## config.mk

```make
export PLATFORM = sky130hd
export DESIGN_NAME = fetch_stage_flat
export DESIGN_NICKNAME = d
export VERILOG_FILES = /design/src/rtl/fetch_stage_pkg.sv /design/src/rtl/fetch_stage_if.sv /design/src/rtl/fetch_stage_pc_reg.sv /design/src/rtl/fetch_stage.sv /design/src/flat_wrapper.sv
export SDC_FILE = /design/constraint.sdc
export NUM_CORES = 1
export LEC_CHECK = 0
export BUFFER_PORTS_ARGS = -buffer_cell sky130_fd_sc_hd__buf_4
export CAP_MARGIN = 40
export CORE_MARGIN = 2
export CORE_UTILIZATION = 45
export DETAILED_ROUTE_END_ITERATION = 6
export MAX_ROUTING_LAYER = met4
export PLACE_DENSITY = 0.73
export REMOVE_ABC_BUFFERS = 1
export SETUP_SLACK_MARGIN = 0.02
export SLEW_MARGIN = 20
export SYNTH_ARGS = -nofsm -noshare
export SYNTH_HDL_FRONTEND = slang
export SYNTH_SLANG_ARGS = --single-unit
```

## constraint.sdc

```tcl
create_clock -name clk -period 2.05 [get_ports clk]
set_clock_uncertainty 0.05 [all_clocks]
set_input_delay 0.205 -clock clk [delete_from_list [all_inputs] [get_ports clk]]
set_output_delay 0.205 -clock clk [all_outputs]
set_load 0.05 [all_outputs]
```

## src/rtl/fetch_stage_pkg.sv

```systemverilog
// Shared CPU definitions: address width, reset PC, opcode constants and fetch FSM states.
package fetch_stage_pkg;

  localparam int unsigned CPU_PC_W     = 16;
  localparam logic [15:0] CPU_RESET_PC = 16'h0000;
  localparam int unsigned PC_INC       = 2;

  localparam logic [3:0] OP_BEQ = 4'hA;
  localparam logic [3:0] OP_BNE = 4'hB;
  localparam logic [3:0] OP_JMP = 4'hC;
  localparam logic [3:0] OP_JAL = 4'hD;
  localparam logic [3:0] OP_HLT = 4'hF;

  typedef enum logic [1:0] {
    REQ,
    WAIT,
    HALTED
  } fetch_state_e;

  function automatic logic [3:0] opcode_of(input logic [15:0] instr);
    return instr[15:12];
  endfunction

endpackage

```

## src/rtl/fetch_stage_if.sv

```systemverilog
// Instruction memory request/response bus between the fetch stage and instruction memory.
interface fetch_stage_if #(
  parameter int unsigned PC_W = 16
);
  logic            req;
  logic [PC_W-1:0] addr;
  logic            ready;
  logic            rdata_valid;
  logic [15:0]     rdata;

  modport master (
    output req,
    output addr,
    input  ready,
    input  rdata_valid,
    input  rdata
  );

  modport slave (
    input  req,
    input  addr,
    output ready,
    output rdata_valid,
    output rdata
  );
endinterface

```

## src/rtl/fetch_stage_pc_reg.sv

```systemverilog
// Program counter flop: sequential advance by PC_INC or load of a redirect target.
module fetch_stage_pc_reg
  import fetch_stage_pkg::*;
#(
  parameter int unsigned     PC_W     = CPU_PC_W,
  parameter logic [PC_W-1:0] RESET_PC = PC_W'(CPU_RESET_PC)
) (
  input  logic            clk,
  input  logic            rst_n,
  input  logic            load_en,
  input  logic            redirect_en,
  input  logic [PC_W-1:0] redirect_pc,
  output logic [PC_W-1:0] pc,
  output logic [PC_W-1:0] pc_plus2
);

  // Wraps silently at the top of the address space.
  assign pc_plus2 = pc + PC_W'(PC_INC);

  always_ff @(posedge clk or negedge rst_n) begin
    if (!rst_n) begin
      pc <= RESET_PC;
    end else if (redirect_en) begin
      pc <= redirect_pc;
    end else if (load_en) begin
      pc <= pc_plus2;
    end
  end

endmodule

```

## src/rtl/fetch_stage.sv

```systemverilog
// Instruction fetch stage: one outstanding imem read, a single-entry output register
// toward decode, redirect flush with stale-response drop, and fetch stop on HLT.
module fetch_stage
  import fetch_stage_pkg::*;
#(
  parameter int unsigned     PC_W     = CPU_PC_W,
  parameter logic [PC_W-1:0] RESET_PC = PC_W'(CPU_RESET_PC),
  parameter logic [3:0]      HALT_OP  = OP_HLT
) (
  input  logic            clk,
  input  logic            rst_n,
  fetch_stage_if.master   imem,
  input  logic            redirect_en,
  input  logic [PC_W-1:0] redirect_pc,
  input  logic            stall,
  output logic            if_valid,
  output logic [15:0]     if_instr,
  output logic [PC_W-1:0] if_pc_plus2,
  output logic            halted
);

  fetch_state_e    state, state_next;
  logic [PC_W-1:0] pc, pc_plus2;
  logic            req, handshake, load, halt_hit;
  logic            drop, drop_next;

  fetch_stage_pc_reg #(
    .PC_W     (PC_W),
    .RESET_PC (RESET_PC)
  ) u_pc_reg (
    .clk         (clk),
    .rst_n       (rst_n),
    .load_en     (load),
    .redirect_en (redirect_en),
    .redirect_pc (redirect_pc),
    .pc          (pc),
    .pc_plus2    (pc_plus2)
  );

  assign imem.req  = req;
  assign imem.addr = pc;

  always_ff @(posedge clk or negedge rst_n) begin
    if (!rst_n) begin
      state <= REQ;
    end else begin
      state <= state_next;
    end
  end

  always_comb begin
    state_next = state;
    req        = 1'b0;
    handshake  = 1'b0;
    load       = 1'b0;
    halt_hit   = 1'b0;
    drop_next  = drop;

    case (state)
      REQ: begin
        req       = rst_n && (!if_valid || !stall);
        handshake = req && imem.ready;
        if (handshake) state_next = WAIT;
      end
      WAIT: begin
        if (imem.rdata_valid) begin
          if (drop) begin
            drop_next  = 1'b0;
            state_next = REQ;
          end else begin
            load = 1'b1;
            if (opcode_of(imem.rdata) == HALT_OP) begin
              halt_hit   = 1'b1;
              state_next = HALTED;
            end else begin
              state_next = REQ;
            end
          end
        end
      end
      HALTED: state_next = HALTED;
      default: state_next = REQ;
    endcase

    // A response arriving with the redirect is the outstanding one, so it is
    // discarded here and no drop is armed for it.
    if (redirect_en) begin
      load     = 1'b0;
      halt_hit = 1'b0;
      if (handshake || (state == WAIT && !imem.rdata_valid)) begin
        drop_next  = 1'b1;
        state_next = WAIT;
      end else begin
        drop_next  = 1'b0;
        state_next = REQ;
      end
    end
  end

  always_ff @(posedge clk or negedge rst_n) begin
    if (!rst_n) begin
      drop        <= 1'b0;
      if_valid    <= 1'b0;
      if_instr    <= 16'h0000;
      if_pc_plus2 <= '0;
      halted      <= 1'b0;
    end else begin
      drop <= drop_next;
      if (redirect_en) begin
        if_valid <= 1'b0;
        halted   <= 1'b0;
      end else begin
        if (load) begin
          if_valid    <= 1'b1;
          if_instr    <= imem.rdata;
          if_pc_plus2 <= pc_plus2;
        end else if (if_valid && !stall) begin
          if_valid <= 1'b0;
        end
        if (halt_hit) halted <= 1'b1;
      end
    end
  end

endmodule

```

## src/flat_wrapper.sv

```systemverilog
// flat-port wrapper written by rule: the top's interface ports become plain ports
module fetch_stage_flat import fetch_stage_pkg::*;
#(
  parameter int unsigned     PC_W     = CPU_PC_W,
  parameter logic [PC_W-1:0] RESET_PC = PC_W'(CPU_RESET_PC),
  parameter logic [3:0]      HALT_OP  = OP_HLT
)
  (clk, rst_n, redirect_en, redirect_pc, stall, if_valid, if_instr, if_pc_plus2, halted, imem_req, imem_addr, imem_ready, imem_rdata_valid, imem_rdata);
  fetch_stage_if #(.PC_W(PC_W)) imem_i ();
  input  logic clk;
  input  logic rst_n;
  input  logic redirect_en;
  input  logic [PC_W-1:0] redirect_pc;
  input  logic stall;
  output logic if_valid;
  output logic [15:0] if_instr;
  output logic [PC_W-1:0] if_pc_plus2;
  output logic halted;
  output wire logic [$bits(imem_i.req)-1:0] imem_req;
  output wire logic [$bits(imem_i.addr)-1:0] imem_addr;
  input wire logic [$bits(imem_i.ready)-1:0] imem_ready;
  input wire logic [$bits(imem_i.rdata_valid)-1:0] imem_rdata_valid;
  input wire logic [$bits(imem_i.rdata)-1:0] imem_rdata;
  assign imem_req = imem_i.req;
  assign imem_addr = imem_i.addr;
  assign imem_i.ready = imem_ready;
  assign imem_i.rdata_valid = imem_rdata_valid;
  assign imem_i.rdata = imem_rdata;
  fetch_stage #(.PC_W(PC_W), .RESET_PC(RESET_PC), .HALT_OP(HALT_OP)) u_core (.clk(clk), .rst_n(rst_n), .imem(imem_i), .redirect_en(redirect_en), .redirect_pc(redirect_pc), .stall(stall), .if_valid(if_valid), .if_instr(if_instr), .if_pc_plus2(if_pc_plus2), .halted(halted));
endmodule
```

* After elaboration in Yosys (flattened, before gate mapping)
Index checks and enable logic that the tools add are counted.
Word-level totals: output and inout port bits 51, bits of input ports 38, word-level logic and storage cells 61, register bits 53
Cells by class: multiplexer cells 29, eq/ne operators 5, add/sub/neg operators 1, reduce and logical (&&, ||, !) cells 18, bitwise logic cells 1
Operators by type and width (count):
- $mux W16 | 2
- $mux W1 | 21
- $add A16 B2 Y16 const B | 1
- $mux W2 | 5
- $reduce_bool A2 Y1 | 4
- $pmux W2 S3 | 1
- $reduce_and A2 Y1 | 3
- $eq A4 B4 Y1 const B | 1
- $logic_and A1 B1 Y1 | 4
- $logic_not A1 Y1 | 3
- $ne A3 B2 Y1 const B | 1
- $ne A3 B3 Y1 const B | 1
- $reduce_bool A3 Y1 | 1
- $eq A2 B1 Y1 const B | 1
- $eq A2 B2 Y1 const B | 1
- $logic_not A2 Y1 | 1
- $logic_or A1 B1 Y1 | 2
- $not A1 Y1 | 1

* Longest topological paths before layout
Gate-level depths: netlist of the first run.
word-level depth 8, gate-level depth with buffers 7, mapped depth without buffers 5

* Cells and area by module
From an unflattened synthesis of the first run, not the netlist that was laid out.
Unflattened totals: cell total of the unflattened synthesis 238, area total of the unflattened synthesis 2767.7 µm²
By module, submodules not included:
- fetch_stage | sequential area each 925.9 µm², instances 1, area each 1591.5 µm², cells an instance 99
- fetch_stage_pc_reg | sequential area each 400.4 µm², instances 1, area each 1176.1 µm², cells an instance 139

* Worst setup path after synthesis of the first run
Ideal clock, no wire load.
path kind register -> output, start register u_core.if_valid, end output imem_req, arrival 1.825 ns, cell stages (with the launch flop) 4, data required time 1.795 ns, setup slack -0.030 ns, buffers on the path 0, path through dfrtp_1 nand2_1 nand2_1 nor3_1
Between the ends: longest elaborated chain between the ends 4
Ends and longest elaborated chain:
- start: declaration | line fetch_stage.sv:16 | output logic if_valid,
- start signal: assignment | line fetch_stage.sv:103 | if_valid <= 1'b0;
- start signal: assignment | line fetch_stage.sv:110 | if_valid <= 1'b0;
- start signal: assignment | line fetch_stage.sv:114 | if_valid <= 1'b1;
- $logic_not A1 Y1 | line fetch_stage.sv:61 | req = rst_n && (!if_valid || !stall);
- $logic_or A1 B1 Y1 | line fetch_stage.sv:61
- $logic_and A1 B1 Y1 | line fetch_stage.sv:61
- $mux W1 | line fetch_stage.sv:59 | case (state)
- end: declaration | line flat_wrapper.sv:19 | output wire logic [$bits(imem_i.req)-1:0] imem_req;
Every way passes these cells.

* Worst setup path after layout of the first run
start register u_core.u_pc_reg.pc[1], end register u_core.u_pc_reg.pc[12]
Between the ends: longest elaborated chain between the ends 3
Ends and longest elaborated chain:
- start: declaration | line fetch_stage_pc_reg.sv:13 | output logic [PC_W-1:0] pc,
- start signal: assignment | line fetch_stage_pc_reg.sv:24 | pc <= redirect_pc;
- start signal: assignment | line fetch_stage_pc_reg.sv:26 | pc <= pc_plus2;
- $add A16 B2 Y16 | line fetch_stage_pc_reg.sv:18 | assign pc_plus2 = pc + PC_W'(PC_INC);
- $mux W16 | line fetch_stage_pc_reg.sv:25 | end else if (load_en) begin
- $mux W16 | line fetch_stage_pc_reg.sv:23 | end else if (redirect_en) begin
Every way passes these cells. The select of a mux whose other input is x is not followed. A chain may end at the register's enable or synchronous reset.

==> metrics.txt, run 1 <==
# TYPE chip_impl_metric gauge
chip_impl_info{name="outcome",value="complete, no violations"} 1
chip_impl_metric{name="pre_cts_ws",unit="ns"} 0.248
chip_impl_metric{name="gpl.final_weighted_congestion",unit=""} 0.781
chip_impl_metric{name="maxCapViolations",unit=""} 0
chip_impl_metric{name="route.met2.wl",unit="mm"} 2.86
chip_impl_metric{name="place_inst",unit=""} 428
chip_impl_metric{name="drive_gt1_frac",unit=""} 0.319
chip_impl_metric{name="route.met3.wl",unit="um"} 298
chip_impl_metric{name="grt_start_max_net_pins",unit=""} 31
chip_impl_metric{name="dp_hpwl",unit="mm"} 4.33
chip_impl_metric{name="finalHoldViolations",unit=""} 0
chip_impl_info{name="hold_path.startpoint",value="imem_rdata[5]"} 1
chip_impl_metric{name="post_drt_wl_per_cell",unit="um"} 13.6
chip_impl_metric{name="i_o_pin_cnt",unit=""} 89
chip_impl_metric{name="num-nets-final",unit=""} 403
chip_impl_info{name="rr_startpoint",value="u_core.u_pc_reg.pc[1]$_DFFE_PN0P_"} 1
chip_impl_metric{name="crit_path_max_fanout",unit=""} 8
chip_impl_metric{name="core_area",unit="sq um"} 5570
chip_impl_metric{name="power.static_leakage",unit="nW"} 1.66
chip_impl_info{name="min-delay-path-class",value="primary input to flip-flop"} 1
chip_impl_metric{name="postRouteWirelength",unit="mm"} 5.93
chip_impl_info{name="postSynth.topFlopCell",value="sky130_fd_sc_hd__dfrtp_1"} 1
chip_impl_metric{name="sum_neg_setup_slack",unit="ns"} 0
chip_impl_metric{name="cp.arrival",unit="ns"} 1.94
chip_impl_metric{name="filler_cell_count",unit=""} 506
chip_impl_info{name="tritoncts",value="yes"} 1
chip_impl_metric{name="period_needed",unit="ns"} 1.80
chip_impl_metric{name="clock_tree.htree_level_count",unit=""} 2
chip_impl_metric{name="n_antenna_cell",unit=""} 0
chip_impl_metric{name="slew_viol_final",unit=""} 0
chip_impl_metric{name="final-setup-viol-count",unit=""} 0
chip_impl_metric{name="max-clock-path-buffers",unit=""} 2
chip_impl_metric{name="grt_first_pass_wirelength",unit="mm"} 9.76
chip_impl_metric{name="avgViaCountPerCell",unit=""} 5.06
chip_impl_metric{name="final_cell_area",unit="sq um"} 3450
chip_impl_info{name="most_used_cells_in_the_layout_excluding_fill_and_tap_cells",value="sky130_fd_sc_hd__buf_4 (95), sky130_fd_sc_hd__nand2_1 (88), sky130_fd_sc_hd__dfrtp_1 (53)"} 1
chip_impl_metric{name="register_area",unit="sq um"} 1330
chip_impl_metric{name="drtPass1Iterations",unit=""} 4
chip_impl_metric{name="setup_ws",unit="ns"} 0.248
chip_impl_metric{name="postSynthCellCount",unit=""} 279
chip_impl_metric{name="synth-warning-count",unit=""} 0
chip_impl_metric{name="floorplan.initialDensity",unit=""} 0.474
chip_impl_metric{name="synth_edf_count",unit=""} 0
chip_impl_metric{name="power.density_cell_area",unit="nW/um^2"} 1170
chip_impl_metric{name="dieWidth",unit="um"} 80.6
chip_impl_metric{name="finalPower",unit="mW"} 4.02
chip_impl_metric{name="track_usage",unit=""} 0.198
chip_impl_metric{name="clk_pin_slew_worst_paths",unit="ns"} 0.09
chip_impl_metric{name="globalRoute.totalOverflow",unit=""} 0
chip_impl_metric{name="num_vias",unit=""} 2207
chip_impl_metric{name="post_synth.cell_area_avg",unit="sq um"} 9.46
chip_impl_metric{name="clock_buffers_created_by_tritoncts",unit=""} 5
chip_impl_metric{name="area_growth_syn_to_layout",unit="%"} 30.6
chip_impl_metric{name="clkLatencyLatePin",unit="ns"} 0.30
chip_impl_info{name="start_kind",value="flip-flop"} 1
chip_impl_metric{name="fmaxAchievable",unit="MHz"} 555
chip_impl_metric{name="ant_nets",unit=""} 0
chip_impl_info{name="grt_setup_unrepaired",value="false"} 1
chip_impl_info{name="cp-startpoint",value="u_core.u_pc_reg.pc[1]$_DFFE_PN0P_"} 1
chip_impl_info{name="cts_root_buf",value="sky130_fd_sc_hd__clkbuf_8"} 1
chip_impl_metric{name="multiInputGateArea",unit="sq um"} 1190
chip_impl_metric{name="post_route_non_filler_standard_cell_count",unit=""} 436
chip_impl_info{name="most_frequent_standard_cell_in_the_layout_excluding_fill_and_tap_cells",value="sky130_fd_sc_hd__buf_4"} 1
chip_impl_metric{name="timing.critical_path.required",unit="ns"} 2.18
chip_impl_metric{name="io_buffers",unit=""} 88
chip_impl_metric{name="first_global_vias",unit=""} 2079
chip_impl_metric{name="die_area",unit="sq um"} 6500
chip_impl_metric{name="synth.cell_area",unit="sq um"} 2640
chip_impl_metric{name="clock_sink_count",unit=""} 53
chip_impl_info{name="uppermost_metal_layer_occupied_by_signal_nets",value="met4"} 1
chip_impl_metric{name="ys_types",unit=""} 40
chip_impl_info{name="yosys.area.top_type",value="sky130_fd_sc_hd__dfrtp_1"} 1
chip_impl_info{name="crit_type",value="flip-flop to flip-flop"} 1
chip_impl_metric{name="first_iter_violations",unit=""} 118
chip_impl_metric{name="cts.repair_timing.setup_buffer_count",unit=""} 0
chip_impl_metric{name="ys_seq_area_frac",unit=""} 0.502
chip_impl_metric{name="timing.final.crit_share",unit=""} 0.879
chip_impl_info{name="main_area_contributors_after_synthesis",value="sky130_fd_sc_hd__dfrtp_1 (50%), sky130_fd_sc_hd__nand2_1 (13%), sky130_fd_sc_hd__xnor2_1 (6.3%), sky130_fd_sc_hd__o21ai_1 (3.4%), sky130_fd_sc_hd__nor4_4 (3.2%)"} 1
chip_impl_metric{name="ys_seq_elements",unit=""} 53
chip_impl_info{name="type_of_destination_of_the_critical_path",value="flip-flop"} 1
chip_impl_metric{name="met1_length",unit="mm"} 2.70
chip_impl_metric{name="synthArstFlopShare",unit=""} 1.00
chip_impl_metric{name="die_height",unit="um"} 80.6
chip_impl_metric{name="max_slew.worst_pin.slew",unit="ns"} 0.559
chip_impl_metric{name="num_rows",unit=""} 27
chip_impl_metric{name="drc_errors",unit=""} 0
chip_impl_metric{name="max-vdd-ir-drop",unit="V"} 0.000612
chip_impl_metric{name="timing.max_slew.rel_slack",unit=""} 0.626
chip_impl_metric{name="initial_antenna_violation_count",unit=""} 0
chip_impl_metric{name="synth_top_area_frac",unit=""} 0.502
chip_impl_metric{name="cts_repair_resize_count",unit=""} 0
chip_impl_metric{name="place_area",unit="sq um"} 3330
## cell families after synthesis
| group | share of synthesized area |
|---|---|
| adder cells (fa/ha/maj) | 0.00474 |
| flip-flops | 0.502 |
| AND/OR/NAND/NOR | 0.284 |
| XOR/XNOR | 0.0730 |
| buffers and inverters | 0.0469 |
| AO/OA/AOI/OAI | 0.0768 |
| multiplexers | 0.0118 |
## worst max-delay path, stage by stage (launching register included)
cell	delay (ns)
sky130_fd_sc_hd__dfrtp_1	0.43
sky130_fd_sc_hd__nand3_1	0.42
sky130_fd_sc_hd__nor3_2	0.38
sky130_fd_sc_hd__a21boi_0	0.13
sky130_fd_sc_hd__o31a_1	0.29
## synth_stat cells (2+ instances only)
cell type / count
sky130_fd_sc_hd__buf_6: 3
sky130_fd_sc_hd__nor2_1: 15
sky130_fd_sc_hd__o31a_1: 2
sky130_fd_sc_hd__a21boi_0: 2
sky130_fd_sc_hd__nand2_1: 88
sky130_fd_sc_hd__a21oi_1: 3
sky130_fd_sc_hd__nor3_2: 3
sky130_fd_sc_hd__clkbuf_1: 3
sky130_fd_sc_hd__xor2_1: 3
sky130_fd_sc_hd__dfrtp_1: 53
sky130_fd_sc_hd__buf_2: 9
sky130_fd_sc_hd__xnor2_1: 19
sky130_fd_sc_hd__nor4_4: 4
sky130_fd_sc_hd__buf_4: 2
sky130_fd_sc_hd__inv_1: 4
sky130_fd_sc_hd__nand4_1: 5
sky130_fd_sc_hd__nor3_1: 6
sky130_fd_sc_hd__nand3_1: 5
sky130_fd_sc_hd__o21ai_1: 18
sky130_fd_sc_hd__nand2b_1: 3
sky130_fd_sc_hd__mux2i_1: 2
sky130_fd_sc_hd__and3b_1: 2
sky130_fd_sc_hd__o21ai_0: 6
sky130_fd_sc_hd__nor4_2: 3
## metrics by stage
stage | hold WS, ns | utilization
after floorplan | -0.141 | -
final | 0.0396 | 0.619
after detailed placement | 0.0834 | 0.598
after CTS | 0.0297 | 0.619
after global routing | 0.0303 | 0.619
after global placement | 0.0802 | 0.598
## area by class of cell
class,instances,area share
flip-flops and latches,53,0.385
multi-input cells,204,0.345
repair buffers,96,0.210
well taps,72,0.0261
clock buffers,5,0.0200
clock inverters,2,0.0102
inverters,4,0.00435
## worst paths after layout
path                                                            to  slack, ns  cells past startpoint
worst min-delay path                u_core.if_instr[5]$_DFFE_PN0P_       0.04                      3
worst min register to register     u_core.if_instr[13]$_DFFE_PN0P_       0.43                      2
worst max register to register  u_core.u_pc_reg.pc[12]$_DFFE_PN0P_       0.25                      4
worst max-delay path            u_core.u_pc_reg.pc[12]$_DFFE_PN0P_       0.25                      4
min in group asynchronous        u_core.if_pc_plus2[0]$_DFFE_PN0P_       0.29                      2
max in group asynchronous       u_core.u_pc_reg.pc[13]$_DFFE_PN0P_       0.94                      3
## timing repair
action	CTS	global route
hold endpoints to repair	23	0
hold buffers	1	0
endpoints found under the setup margin	0	0
## report_power, final
part	switching, mW	internal, mW
clock	0.333	0.356
combinational	1.30	0.544
sequential	0.182	1.31
## registers in the layout, indices dropped and copies added (netlist names)
signal	flops
u_core.if_instr	16
u_core.if_pc_plus2	16
u_core.u_pc_reg.pc	16
u_core.state	2
u_core.drop	1
u_core.halted	1
u_core.if_valid	1
## metal layers
| layer | track usage | up-vias |
|---|---|---|
| met5 | - | - |
| met3 | 0.0416 | 6 |
| met4 | 0.0661 | 0 |
| li1 | - | 1093 |
| met2 | 0.302 | 65 |
| met1 | 0.264 | 1043 |
No activity file was read; power rests on OpenSTA's default activity.
==> run 2: changes to the inputs <==
--- a/config.mk
+++ b/config.mk
@@ -9,12 +9,12 @@
 export CAP_MARGIN = 40
 export CORE_MARGIN = 2
 export CORE_UTILIZATION = 45
+export CTS_CLUSTER_SIZE = 14
 export DETAILED_ROUTE_END_ITERATION = 6
 export MAX_ROUTING_LAYER = met4
 export PLACE_DENSITY = 0.73
 export REMOVE_ABC_BUFFERS = 1
 export SETUP_SLACK_MARGIN = 0.02
-export SLEW_MARGIN = 20
 export SYNTH_ARGS = -nofsm -noshare
 export SYNTH_HDL_FRONTEND = slang
 export SYNTH_SLANG_ARGS = --single-unit
==> constraint.sdc (replaced) <==
create_clock -name clk -period 1.8 [get_ports clk]
set_clock_uncertainty 0.05 [all_clocks]
set_input_delay 0.18 -clock clk [delete_from_list [all_inputs] [get_ports clk]]
set_output_delay 0.18 -clock clk [all_outputs]
set_load 0.05 [all_outputs]
==> metrics.txt, run 2 (synthesized netlist as in run 1, its figures left out) <==
# TYPE chip_impl_metric gauge
chip_impl_info{name="crit_type",value="flip-flop to flip-flop"} 1
chip_impl_metric{name="slew_viol_final",unit=""} 0
chip_impl_metric{name="num_vias",unit=""} 2232
chip_impl_metric{name="register_area",unit="sq um"} 1330
chip_impl_info{name="type_of_destination_of_the_critical_path",value="flip-flop"} 1
chip_impl_metric{name="track_usage",unit=""} 0.207
chip_impl_info{name="outcome",value="complete, no violations"} 1
chip_impl_metric{name="filler_cell_count",unit=""} 498
chip_impl_info{name="slowest_stage",value="sky130_fd_sc_hd__dfrtp_1"} 1
chip_impl_metric{name="timing.final.crit_share",unit=""} 0.952
chip_impl_metric{name="n_antenna_cell",unit=""} 0
chip_impl_metric{name="place_area",unit="sq um"} 3410
chip_impl_metric{name="i_o_pin_cnt",unit=""} 89
chip_impl_metric{name="ff2ff_setup_slack",unit="ns"} 0.09
chip_impl_metric{name="die_height",unit="um"} 80.6
chip_impl_metric{name="setup_ws",unit="ns"} 0.0867
chip_impl_metric{name="cp_num_buf_inv",unit=""} 1
chip_impl_info{name="layout_top_registers",value="u_core.if_instr x16, u_core.if_pc_plus2 x16, u_core.u_pc_reg.pc x16"} 1
chip_impl_info{name="tritoncts",value="yes"} 1
chip_impl_metric{name="drive_gt1_frac",unit=""} 0.332
chip_impl_metric{name="timing.critical_path.required",unit="ns"} 1.95
chip_impl_metric{name="clock_buffers_created_by_tritoncts",unit=""} 5
chip_impl_metric{name="dp_hpwl",unit="mm"} 4.67
chip_impl_metric{name="pre_cts_ws",unit="ns"} 0.101
chip_impl_metric{name="whs_path_depth",unit=""} 3
chip_impl_metric{name="first_global_vias",unit=""} 2141
chip_impl_info{name="most_used_cells_in_the_layout_excluding_fill_and_tap_cells",value="sky130_fd_sc_hd__buf_4 (101), sky130_fd_sc_hd__nand2_1 (88), sky130_fd_sc_hd__dfrtp_1 (53)"} 1
chip_impl_metric{name="finalPower",unit="mW"} 4.66
chip_impl_metric{name="drtPass1Iterations",unit=""} 6
chip_impl_metric{name="drc_errors",unit=""} 0
chip_impl_metric{name="ant_nets",unit=""} 0
chip_impl_metric{name="final-setup-viol-count",unit=""} 0
chip_impl_metric{name="initial_antenna_violation_count",unit=""} 0
chip_impl_info{name="cts_root_buf",value="sky130_fd_sc_hd__clkbuf_8"} 1
chip_impl_metric{name="maxCapViolations",unit=""} 0
chip_impl_metric{name="avgViaCountPerCell",unit=""} 5.00
chip_impl_metric{name="num_rows",unit=""} 27
chip_impl_metric{name="power.density_cell_area",unit="nW/um^2"} 1310
chip_impl_metric{name="core_area",unit="sq um"} 5570
chip_impl_metric{name="num-nets-final",unit=""} 412
chip_impl_metric{name="dieWidth",unit="um"} 80.6
chip_impl_metric{name="clkLatencyLatePin",unit="ns"} 0.31
chip_impl_info{name="worstPathCellList",value="nand4bb_1, buf_6, nor3_2, a21boi_0, o31a_1"} 1
chip_impl_metric{name="grt_start_max_net_pins",unit=""} 31
chip_impl_metric{name="postRouteWirelength",unit="mm"} 6.09
chip_impl_info{name="most_frequent_standard_cell_in_the_layout_excluding_fill_and_tap_cells",value="sky130_fd_sc_hd__buf_4"} 1
chip_impl_metric{name="grt_first_pass_wirelength",unit="mm"} 10.2
chip_impl_metric{name="multiInputGateArea",unit="sq um"} 1200
chip_impl_metric{name="place_inst",unit=""} 436
chip_impl_info{name="min-delay-path-class",value="primary input to flip-flop"} 1
chip_impl_metric{name="globalRoute.totalOverflow",unit=""} 0
chip_impl_metric{name="max-vdd-ir-drop",unit="V"} 0.000690
chip_impl_metric{name="clk_pin_slew_worst_paths",unit="ns"} 0.09
chip_impl_metric{name="rr_worst_depth",unit=""} 5
chip_impl_metric{name="first_iter_violations",unit=""} 119
chip_impl_metric{name="die_area",unit="sq um"} 6500
chip_impl_metric{name="period_needed",unit="ns"} 1.71
chip_impl_metric{name="timing.critical_path.slowest_cell_delay",unit="ns"} 0.43
chip_impl_metric{name="max-clock-path-buffers",unit=""} 2
chip_impl_metric{name="cp.arrival",unit="ns"} 1.86
chip_impl_metric{name="clock_tree.htree_level_count",unit=""} 2
chip_impl_metric{name="crit_cells",unit=""} 5
chip_impl_metric{name="clock_sink_count",unit=""} 53
chip_impl_info{name="crit_family",value="simple AND/OR/NAND/NOR gates"} 1
chip_impl_metric{name="io_buffers",unit=""} 88
chip_impl_info{name="grt_setup_unrepaired",value="true"} 1
chip_impl_metric{name="gpl.final_weighted_congestion",unit=""} 0.771
chip_impl_metric{name="max_slew.worst_pin.slew",unit="ns"} 0.364
chip_impl_metric{name="post_route_non_filler_standard_cell_count",unit=""} 446
chip_impl_metric{name="crit_path_max_fanout",unit=""} 9
chip_impl_info{name="start_kind",value="flip-flop"} 1
chip_impl_metric{name="power.static_leakage",unit="nW"} 1.73
chip_impl_metric{name="timing.max_slew.rel_slack",unit=""} 0.755
chip_impl_metric{name="floorplan.initialDensity",unit=""} 0.474
chip_impl_metric{name="post_drt_wl_per_cell",unit="um"} 13.7
chip_impl_metric{name="area_growth_syn_to_layout",unit="%"} 34.7
chip_impl_metric{name="finalHoldViolations",unit=""} 0
chip_impl_metric{name="final_cell_area",unit="sq um"} 3560
chip_impl_metric{name="fmaxAchievable",unit="MHz"} 584
[run 2: cell types whose count changed in the layout (fill, tap and decap cells not counted)]
cell / previous run / this run
sky130_fd_sc_hd__buf_12: 0 / 1
sky130_fd_sc_hd__clkinv_2: 1 / 0
sky130_fd_sc_hd__dlygate4sd3_1: 1 / 2
sky130_fd_sc_hd__clkbuf_1: 0 / 1
sky130_fd_sc_hd__buf_6: 0 / 1
sky130_fd_sc_hd__nor4_4: 4 / 5
sky130_fd_sc_hd__nor4_2: 3 / 2
sky130_fd_sc_hd__clkbuf_8: 5 / 6
sky130_fd_sc_hd__buf_4: 95 / 101
[run 2: layout make-up]
class                      count  share of cell area
sequential                    53               0.373
multi-input combinational    204               0.337
timing repair buffer         105               0.228
tap                           72              0.0253
clock buffer                   7              0.0243
clock inverter                 1             0.00844
inverter                       4             0.00422
[run 2: metrics by stage]
| step | utilization | hold slack [ns] | setup TNS, ns |
|---|---|---|---|
| after floorplan | - | -0.166 | -23.39 |
| after detailed placement | 0.611 | 0.0174 | 0 |
| after CTS | 0.636 | 0.00142 | 0 |
| after global routing | 0.638 | 0.00880 | 0 |
| after global placement | 0.611 | 0.0123 | 0 |
| final | 0.638 | 0.00939 | 0 |
[run 2: repair_timing]
action                                 4_1_cts  5_1_grt
resized for setup                            0        2
buffers inserted                             0        0
setup endpoints to repair                    0        4
hold buffers                                 2        0
endpoints found under the hold margin       17        0
[run 2: path summary, 6_finish.rpt]
check / startpoint / end
max: u_core.state[1]$_DFFE_PN0P_ / u_core.u_pc_reg.pc[14]$_DFFE_PN0P_
min: imem_rdata[0] / u_core.if_instr[0]$_DFFE_PN0P_
max reg2reg: u_core.state[1]$_DFFE_PN0P_ / u_core.u_pc_reg.pc[14]$_DFFE_PN0P_
min reg2reg: u_core.if_instr[12]$_DFFE_PN0P_ / u_core.if_instr[12]$_DFFE_PN0P_
max in group asynchronous: rst_n / u_core.u_pc_reg.pc[7]$_DFFE_PN0P_
min in group asynchronous: rst_n / u_core.if_instr[15]$_DFFE_PN0P_
[run 2: power breakdown]
part / switching [mW] / internal [mW]
sequential: 0.206 / 1.49
clock: 0.379 / 0.454
combinational: 1.49 / 0.641
total: 2.08 / 2.58
[run 2: worst min-delay path: cells and delay by family]
| kind | cells | cell delay [ns] |
|---|---|---|
| buf+inv | 1 | 0.08 |
| simple gates | 2 | 0.08 |
[run 2: metal layers]
layer,global-route usage,vias up,share of wire
met5,-,-,0
met4,0.0559,0,0.011
met3,0.0371,6,0.054
met2,0.331,59,0.49
met1,0.274,1053,0.44
li1,-,1114,-
